===== config.mk =====
export PLATFORM = sky130hd
export DESIGN_NAME = adc_capture_sequencer_flat
export DESIGN_NICKNAME = d
export VERILOG_FILES = /design/src/rtl/adc_seq_pkg.sv /design/src/rtl/adc_capture_sequencer_if.sv /design/src/rtl/adc_seq_emitter.sv /design/src/rtl/adc_capture_sequencer.sv /design/src/flat_wrapper.sv
export SDC_FILE = /design/constraint.sdc
export NUM_CORES = 1
export LEC_CHECK = 0
export ABC_AREA = 1
export CAP_MARGIN = 15
export CORE_MARGIN = 2
export CORE_UTILIZATION = 52
export DETAILED_ROUTE_END_ITERATION = 7
export GPL_TIMING_DRIVEN = 0
export PLACE_DENSITY = 0.89
export SLEW_MARGIN = 10
export SYNTH_ARGS = -nofsm -noshare
export SYNTH_HDL_FRONTEND = slang
export SYNTH_SLANG_ARGS = --single-unit

===== constraint.sdc =====
create_clock -name CLK -period 2.4 [get_ports CLK]
set_input_delay 0.48 -clock CLK [delete_from_list [all_inputs] [get_ports CLK]]
set_output_delay 0.48 -clock CLK [all_outputs]
set_load 0.01 [all_outputs]

===== src/rtl/adc_seq_pkg.sv =====
// adc_seq_pkg: shared FSM encoding, channel count and FIFO word layout for the ADC capture sequencer
package adc_seq_pkg;
    typedef enum logic [2:0] {S_IDLE, S_ARMED, S_DELAY, S_CAPTURE, S_FLUSH} state_t;
    localparam int CH_NUM  = 4;
    localparam int CH_W    = $clog2(CH_NUM);
    localparam int WORD_W  = 16;
    localparam int CH_LSB  = 14;
    localparam int SMP_LSB = 0;
    localparam int SMP_W   = 14;
    function automatic logic [CH_W-1:0] lsb_idx(input logic [CH_NUM-1:0] m);
        lsb_idx = '0;
        for (int i = CH_NUM - 1; i >= 0; i--)
            if (m[i]) lsb_idx = CH_W'(i);
    endfunction
endpackage


===== src/rtl/adc_capture_sequencer_if.sv =====
// adc_capture_sequencer_if: deserialized frame input and FIFO word output of the sequencer
interface adc_capture_sequencer_if #(parameter int DATA_WIDTH = 14);
    logic                      SAMPLE_VALID;
    logic [4*DATA_WIDTH-1:0]   SAMPLE_DATA;
    logic                      FIFO_READY;
    logic                      FIFO_VALID;
    logic [15:0]               FIFO_DATA;
    modport master (output SAMPLE_VALID, SAMPLE_DATA, FIFO_READY, input FIFO_VALID, FIFO_DATA);
    modport slave (input SAMPLE_VALID, SAMPLE_DATA, FIFO_READY, output FIFO_VALID, FIFO_DATA);
endinterface


===== src/rtl/adc_seq_emitter.sv =====
// adc_seq_emitter: holds one frame and streams its enabled channels lowest-first under valid/ready
module adc_seq_emitter
    import adc_seq_pkg::*;
#(
    parameter int DATA_WIDTH = 14
) (
    input  logic                         clk,
    input  logic                         rst,
    input  logic                         clear_i,
    input  logic                         load_i,
    input  logic [CH_NUM-1:0]            ch_en_i,
    input  logic [CH_NUM*DATA_WIDTH-1:0] data_i,
    input  logic                         ready_i,
    output logic                         valid_o,
    output logic [WORD_W-1:0]            word_o,
    output logic                         idle_o
);
    logic [CH_NUM*DATA_WIDTH-1:0] hold_q, hold_d;
    logic [CH_NUM-1:0]            pend_q, pend_d;
    logic [CH_W-1:0]              sel;

    assign sel     = lsb_idx(pend_q);
    assign valid_o = |pend_q;
    assign idle_o  = ~valid_o;

    always_comb begin
        hold_d = load_i ? data_i : hold_q;
        pend_d = clear_i ? '0
               : load_i ? ch_en_i
               : (valid_o && ready_i) ? pend_q & ~(CH_NUM'(1) << sel)
               : pend_q;
        word_o = '0;
        if (valid_o) begin
            word_o[CH_LSB +: CH_W]        = sel;
            word_o[SMP_LSB +: DATA_WIDTH] = hold_q[sel*DATA_WIDTH +: DATA_WIDTH];
        end
    end

    always_ff @(posedge clk) begin
        if (rst) begin
            hold_q <= '0;
            pend_q <= '0;
        end else begin
            hold_q <= hold_d;
            pend_q <= pend_d;
        end
    end
endmodule


===== src/rtl/adc_capture_sequencer.sv =====
// adc_capture_sequencer: arm/trigger/skip/capture sequencing of ADC frames into a 16-bit FIFO word stream
module adc_capture_sequencer
    import adc_seq_pkg::*;
#(
    parameter int DATA_WIDTH = 14,
    parameter int CNT_WIDTH  = 16,
    parameter int LOST_WIDTH = 8
) (
    input  logic                  CLK,
    input  logic                  RST,
    input  logic                  START,
    input  logic                  ABORT,
    input  logic                  TRIGGER,
    input  logic                  CONF_TRIG_EN,
    input  logic [CH_NUM-1:0]     CONF_CH_EN,
    input  logic [CNT_WIDTH-1:0]  CONF_DELAY,
    input  logic [CNT_WIDTH-1:0]  CONF_SAMPLES,
    adc_capture_sequencer_if.slave bus,
    output logic                  BUSY,
    output logic                  DONE,
    output logic [LOST_WIDTH-1:0] LOST_COUNT
);
    state_t                state_q, state_d;
    logic [CNT_WIDTH-1:0]  cnt_q, cnt_d, cnt_inc;
    logic [CNT_WIDTH-1:0]  delay_q, delay_d, samples_q, samples_d;
    logic [CH_NUM-1:0]     ch_en_q, ch_en_d;
    logic [LOST_WIDTH-1:0] lost_q, lost_d;
    logic                  trig_en_q, trig_en_d, trig_q, done_q, done_d;
    logic                  load, emit_idle;

    assign cnt_inc    = cnt_q + CNT_WIDTH'(1);
    assign BUSY       = state_q != S_IDLE;
    assign DONE       = done_q;
    assign LOST_COUNT = lost_q;

    always_comb begin
        state_d   = state_q;
        cnt_d     = cnt_q;
        delay_d   = delay_q;
        samples_d = samples_q;
        ch_en_d   = ch_en_q;
        trig_en_d = trig_en_q;
        lost_d    = lost_q;
        done_d    = 1'b0;
        load      = 1'b0;
        if (ABORT) begin
            state_d = S_IDLE;
        end else begin
            case (state_q)
                S_IDLE: if (START) begin
                    state_d   = CONF_TRIG_EN ? S_ARMED : S_DELAY;
                    cnt_d     = '0;
                    delay_d   = CONF_DELAY;
                    samples_d = CONF_SAMPLES;
                    ch_en_d   = CONF_CH_EN;
                    trig_en_d = CONF_TRIG_EN;
                    lost_d    = '0;
                end
                S_ARMED: if (TRIGGER && !trig_q) state_d = S_DELAY;
                S_DELAY: begin
                    if (cnt_q == delay_q) begin
                        state_d = S_CAPTURE;
                        cnt_d   = '0;
                    end else if (bus.SAMPLE_VALID) begin
                        cnt_d = cnt_inc;
                    end
                end
                S_CAPTURE: if (bus.SAMPLE_VALID) begin
                    if (emit_idle) begin
                        load  = 1'b1;
                        cnt_d = cnt_inc;
                        // samples==0 is continuous; guard so a counter wrap never matches it
                        if (samples_q != '0 && cnt_inc == samples_q) state_d = S_FLUSH;
                    end else begin
                        lost_d = (&lost_q) ? lost_q : lost_q + LOST_WIDTH'(1);
                    end
                end
                S_FLUSH: if (emit_idle) begin
                    state_d = S_IDLE;
                    done_d  = 1'b1;
                end
                default: state_d = S_IDLE;
            endcase
        end
    end

    always_ff @(posedge CLK) begin
        if (RST) begin
            state_q   <= S_IDLE;
            cnt_q     <= '0;
            delay_q   <= '0;
            samples_q <= '0;
            ch_en_q   <= '0;
            trig_en_q <= 1'b0;
            lost_q    <= '0;
            trig_q    <= 1'b0;
            done_q    <= 1'b0;
        end else begin
            state_q   <= state_d;
            cnt_q     <= cnt_d;
            delay_q   <= delay_d;
            samples_q <= samples_d;
            ch_en_q   <= ch_en_d;
            trig_en_q <= trig_en_d;
            lost_q    <= lost_d;
            trig_q    <= TRIGGER;
            done_q    <= done_d;
        end
    end

    adc_seq_emitter #(.DATA_WIDTH(DATA_WIDTH)) u_emitter (
        .clk     (CLK),
        .rst     (RST),
        .clear_i (ABORT),
        .load_i  (load),
        .ch_en_i (ch_en_q),
        .data_i  (bus.SAMPLE_DATA),
        .ready_i (bus.FIFO_READY),
        .valid_o (bus.FIFO_VALID),
        .word_o  (bus.FIFO_DATA),
        .idle_o  (emit_idle)
    );
endmodule

===== src/flat_wrapper.sv =====
// flat-port wrapper written by rule: the top's interface ports become plain ports
module adc_capture_sequencer_flat import adc_seq_pkg::*;
#(
    parameter int DATA_WIDTH = 14,
    parameter int CNT_WIDTH  = 16,
    parameter int LOST_WIDTH = 8
)
  (CLK, RST, START, ABORT, TRIGGER, CONF_TRIG_EN, CONF_CH_EN, CONF_DELAY, CONF_SAMPLES, BUSY, DONE, LOST_COUNT, bus_SAMPLE_VALID, bus_SAMPLE_DATA, bus_FIFO_READY, bus_FIFO_VALID, bus_FIFO_DATA);
  adc_capture_sequencer_if #(.DATA_WIDTH(DATA_WIDTH)) bus_i ();
  input  logic CLK;
  input  logic RST;
  input  logic START;
  input  logic ABORT;
  input  logic TRIGGER;
  input  logic CONF_TRIG_EN;
  input  logic [CH_NUM-1:0] CONF_CH_EN;
  input  logic [CNT_WIDTH-1:0] CONF_DELAY;
  input  logic [CNT_WIDTH-1:0] CONF_SAMPLES;
  output logic BUSY;
  output logic DONE;
  output logic [LOST_WIDTH-1:0] LOST_COUNT;
  input wire logic [$bits(bus_i.SAMPLE_VALID)-1:0] bus_SAMPLE_VALID;
  input wire logic [$bits(bus_i.SAMPLE_DATA)-1:0] bus_SAMPLE_DATA;
  input wire logic [$bits(bus_i.FIFO_READY)-1:0] bus_FIFO_READY;
  output wire logic [$bits(bus_i.FIFO_VALID)-1:0] bus_FIFO_VALID;
  output wire logic [$bits(bus_i.FIFO_DATA)-1:0] bus_FIFO_DATA;
  assign bus_i.SAMPLE_VALID = bus_SAMPLE_VALID;
  assign bus_i.SAMPLE_DATA = bus_SAMPLE_DATA;
  assign bus_i.FIFO_READY = bus_FIFO_READY;
  assign bus_FIFO_VALID = bus_i.FIFO_VALID;
  assign bus_FIFO_DATA = bus_i.FIFO_DATA;
  adc_capture_sequencer #(.DATA_WIDTH(DATA_WIDTH), .CNT_WIDTH(CNT_WIDTH), .LOST_WIDTH(LOST_WIDTH)) u_core (.CLK(CLK), .RST(RST), .START(START), .ABORT(ABORT), .TRIGGER(TRIGGER), .CONF_TRIG_EN(CONF_TRIG_EN), .CONF_CH_EN(CONF_CH_EN), .CONF_DELAY(CONF_DELAY), .CONF_SAMPLES(CONF_SAMPLES), .bus(bus_i), .BUSY(BUSY), .DONE(DONE), .LOST_COUNT(LOST_COUNT));
endmodule

---- Word-level counts from Yosys, hierarchy flattened ----
Cells that the tools add are included.
word-level totals
  memory bits (read-only) ................. 0
  bits in latches ......................... 0
  flip-flop bits (word level) ............. 125
  memories kept ........................... 0
  logic and storage cells ................. 84
  bits in writable memories ............... 0
  output and inout bits ................... 27
  input bits .............................. 100
operators by class
  shift-type cells ........................ 2
  muxes and demuxes ....................... 31
  bitwise operators ....................... 4
  reduce and logical (&&, ||, !) cells .... 18
  $mul .................................... 1
  add/sub/neg operators ................... 2
  equal/unequal tests ..................... 16
  divide/modulo/power cells ............... 0
  $lt $le $gt $ge ......................... 0
operators with widths
  kind                   count
  $mux 16                6
  $shiftx 56x7->14       1
  $pmux 16 s3            1
  $eq 16x16->1           2
  $mux 8                 4
  $mux 3                 7
  $add 16x1->16 const B  1
  $pmux 8 s2             1
  $reduce_bool 16->1     1
  $pmux 3 s5             1
  $ne 2x2->1 const B     6
  $reduce_and 6->1       2
  $mux 2                 5
  $add 8x1->8 const B    1
  $mux 4                 2
  $reduce_and 8->1       1
  $reduce_and 7->1       1
  $eq 3x2->1 const B     2
  $ne 2x1->1 const B     3
  $reduce_bool 3->1      2
  $mul 2x3->5 const B    1
  $and 4x4->4            1
  $mux 1                 4
  $not 4->4              1
  13 further kinds       17

---- Longest topological paths before layout ----
  word-level depth ........................ 9
  depth in mapped cells ................... 16
  mapped depth without buffers ............ 16

---- Hierarchy ----
Synthesis repeated with hierarchy kept, for this count alone.
second synthesis, totals
  cell total of the unflattened synthesis .. 941
  area total of the unflattened synthesis .. 6427.4 sq um
modules (own cells, without submodules)
  module                 cells each  seq. area each (sq um)  area an instance (sq um)  times used
  adc_capture_sequencer  540         1301.2                  3549.7                    1
  adc_seq_emitter        401         1201.2                  2877.8                    1

---- Least setup slack after synthesis ----
Ideal clock, no wire load.
  path type ............................... reg-to-output
  start ................................... reg u_core.u_emitter.pend_q[2]
  end ..................................... out bus_FIFO_DATA[10]
  setup slack ............................. 0.368 ns
  buffers on the path ..................... 1
  arrival time ............................ 1.552 ns
  required time ........................... 1.920 ns
  cell stages (with the launch flop) ...... 9
  path through ............................ dfxtp_1 inv_1 nand2_1 a21oi_1 clkbuf_1 nor2_1 nor2_1 o21ai_0 a31oi_1
on the way
  word-level cells in the longest chain between the ends .. 6
  elaborated cells on any way between the ends .. 7
  classes of those cells .................. mul: 1; shift: 1; mux: 4; reduce/logical: 1
RTL lines
  element                   RTL line               text
  start: declaration        adc_seq_emitter.sv:19  logic [CH_NUM-1:0] pend_q, pend_d;
  start signal: assignment  adc_seq_emitter.sv:45  pend_q <= pend_d;
  $mux 2 (3 in a row)       adc_seq_pkg.sv:13      if (m[i]) lsb_idx = CH_W'(i);
  $mul 2x3->5               adc_seq_emitter.sv:35  word_o[SMP_LSB +: DATA_WIDTH] = hold_q[sel*DATA_WIDTH +: DATA_WIDTH];
  $shiftx 56x7->14          adc_seq_emitter.sv:35
  $mux 16 *                 adc_seq_emitter.sv:33  if (valid_o) begin
  end: declaration          flat_wrapper.sv:26     output wire logic [$bits(bus_i.FIFO_DATA)-1:0] bus_FIFO_DATA;
Mark *: on every way between the ends. The rest lies on a longest branch, timed or not.

---- Final worst setup path ----
  start ................................... reg u_core.u_emitter.pend_q[2]
  end ..................................... out bus_FIFO_DATA[5]
The elaborated chain is that of the path after synthesis.

==> results.yml <==
sta:
  fin_tns_setup_ns: -0.391
  finalCritPeriodShare: 1.02
  period_needed_ns: 2.45
  tightest_slew_ns: 0.612
  fmax_mhz: 408
  fin_skew_ns: 0.00692
  fin_ws_ns: -0.0497
  maxSlewHeadroom: 0.592
  rsz0062_at_grt: "true"
  drv_slew: 0
  finalSetupViolations: 10
  finalHoldViolCount: 0
synth:
  ys_seq_area_frac: 0.403
  synth_seq_cells: 125
  synth_nets: 1039
  yosys_warnings: 0
  avgSynthCellArea_sq_um: 6.63
  synth_enable_flop_cells: 0
  synthFlopType: "dfxtp_1"
  synth.distinct_cells: 35
  synthCells: 937
  netlist_area_sq_um: 6210
  async_flop_share: 0
status:
  violations: "setup timing"
  run_status: "finished with violations"
critical_path:
  crit_start: "u_core.u_emitter.pend_q[2]$_SDFFE_PP0P_"
  crit_type: "reg -> out"
  reg2reg_from: "u_core.u_emitter.pend_q[2]$_SDFFE_PP0P_"
  rrSetupSlack_ns: 0.10
  worst-path-max-fanout: 10
  endpoint_kind: "primary output"
  r2r_end: "u_core.u_emitter.hold_q[15]$_SDFFE_PP0P_"
  startpoint_type: "flop"
  reg2reg_depth: 11
  crit_arrival_ns: 1.97
  cp.required_ns: 1.92
  critPathCapture: "bus_FIFO_DATA[5]"
power:
  ir_worst_vdd_v: 0.000514
  p_per_area_nw_per_um2: 677
  power.total_uw: 5720
  p_leak_uw: 0.00343
clock_network:
  clk_pin_slew_worst_paths_ns: 0.05
  cts_buffers: 17
  insertion_delay_ns: 0.43
  htreeDepth: 4
  clkSinkCount: 125
  ctsRootBufferMaster: "clkbuf_16"
  clock_path_buffers: 2
  hold_buffers: 0
  cts_tree: "done"
finish:
  diodes: 0
  final_common_cell: "nor2_1"
  syn2layout_area_growth_pct: 36.0
  nNetsFinal: 1191
  multiInputGateArea_sq_um: 3410
  regArea_sq_um: 2510
  drive_gt1_frac: 0.125
  num-fill-cells: 834
  most-common-layout-cells: "242 x nor2_1, 144 x nand2_1, 120 x dfxtp_1, 110 x clkdlybuf4s50_1, 97 x o21ai_0"
  final_cell_area_sq_um: 8450
  utilization: 0.731
detailed_routing:
  drtIter0Drc: 621
  vias: 6990
  vias_per_cell: 5.61
  drt-pass1-iter-count: 5
  ant_nets: 0
  wl_per_cell_um: 15.9
  remaining_drc_errors: 0
  wirelength_um: 19800
grt:
  grt.overflow.total: 0
  grt_pass1_wl_um: 30900
  first_global_vias: 6508
  grt_usage: 0.306
  grt_max_degree: 17
  antenna_found_initial: 0
placement:
  io_buffers: 126
  pre_cts_ws_ns: -0.379
  place_area_sq_um: 7650
  routabilityCongestion: 1.00
  dp_hpwl_um: 13900
floorplan:
  rows: 39
  ios: 127
  core_sq_um: 11600
  fp.dieArea_sq_um: 12800
  start_util: 0.537
  die_x_um: 113
  die_h_um: 113
min_path:
  hold_path_class: "reg -> reg"
  hold_depth: 2
run:
  cap_violations: 0
[through the flow]
step	instances	hold WS [ns]
global route	1245	0.487
CTS	1241	0.476
detailed placement	1206	0.465
finish	1245	0.476
floorplan	937	0.429
global placement	1206	0.456
[layout make-up]
cell class                      instances  share of cell area
Multi-Input combinational cell        702               0.403
Sequential cell                       125               0.297
Timing Repair Buffer                  133               0.150
Clock buffer                           27              0.0607
Inverter                               68              0.0303
Buffer                                 42              0.0281
Tap cell                              143              0.0212
Clock inverter                          5             0.00933
[cells by family after synthesis]
kind of cell	after synthesis	synth area share
AND/OR/NAND/NOR	488	0.328
AO/OA/AOI/OAI	191	0.162
flip-flops	125	0.403
buffers and inverters	110	0.0717
XOR/XNOR	21	0.0318
adder cells (fa/ha/maj)	2	0.00403
[flip-flops by register name (all words and copies together) (netlist names)]
name and cells:
u_core.u_emitter.hold_q 56, u_core.cnt_q 16, u_core.delay_q 16, u_core.samples_q 16, u_core.LOST_COUNT 8, u_core.ch_en_q 4, u_core.u_emitter.pend_q 4, u_core.state_q 3
u_core.DONE 1, u_core.trig_q 1
[critical path, cell delays in order, from the launching register on]
cell      delay (ns)
dfxtp_2         0.32
buf_4           0.13
nor2_1          0.26
nand2_2         0.18
inv_2           0.17
clkbuf_4        0.25
a31oi_2         0.07
buf_2           0.16
[what timing repair did]
| item | CTS | global route |
|---|---|---|
| buffers inserted | 2 | 4 |
| setup endpoints to repair | 16 | 19 |
| pin swaps | 9 | 15 |
| gates cloned | 1 | 0 |
| resized for setup | 93 | 40 |
[metal layers]
metal	share of wire	vias to the layer above	GRT usage
met1	0.41	3177	0.393
met5	0	-	0
li1	-	3353	-
met4	0.034	0	0.148
met2	0.46	400	0.487
met3	0.097	60	0.0734
[cells in the mapped netlist, types with 3 or more instances]
library cell | instances | area (sq um)
a211oi_1 | 8 | 60.1
a21oi_1 | 48 | 240
a31oi_1 | 14 | 87.6
buf_2 | 14 | 70.1
buf_4 | 3 | 22.5
clkbuf_1 | 23 | 86.3
dfxtp_1 | 125 | 2500
inv_1 | 60 | 225
inv_2 | 5 | 18.8
nand2_1 | 147 | 552
nand2_2 | 6 | 37.5
nand3_1 | 44 | 220
nand3_2 | 4 | 40.0
nand4_1 | 18 | 113
nor2_1 | 251 | 942
nor2_2 | 6 | 37.5
nor2_4 | 3 | 33.8
nor3_1 | 3 | 15.0
o21ai_0 | 110 | 551
o21ai_1 | 8 | 40.0
xor2_1 | 18 | 158
[power by group]
group	internal (uW)	switching (uW)	leakage, uW	total, uW
sequential	2180	86.6	0.00102	2260
clock	1660	916	0.000292	2580
combinational	390	491	0.00212	881
total	4230	1490	0.00343	5720
[worst min path at each step]
stage                                                    end                                      from
CTS                          u_core.delay_q[12]$_SDFFE_PP0P_           u_core.delay_q[12]$_SDFFE_PP0P_
finish                        u_core.delay_q[6]$_SDFFE_PP0P_            u_core.delay_q[6]$_SDFFE_PP0P_
global route                 u_core.delay_q[12]$_SDFFE_PP0P_           u_core.delay_q[12]$_SDFFE_PP0P_
detailed placement  u_core.u_emitter.hold_q[18]$_SDFFE_PP0P_  u_core.u_emitter.hold_q[18]$_SDFFE_PP0P_
floorplan            u_core.u_emitter.pend_q[3]$_SDFFE_PP0P_            u_core.ch_en_q[3]$_SDFFE_PP0P_
global placement    u_core.u_emitter.hold_q[18]$_SDFFE_PP0P_  u_core.u_emitter.hold_q[18]$_SDFFE_PP0P_
Note: power is estimated with default switching activity, not from simulation.
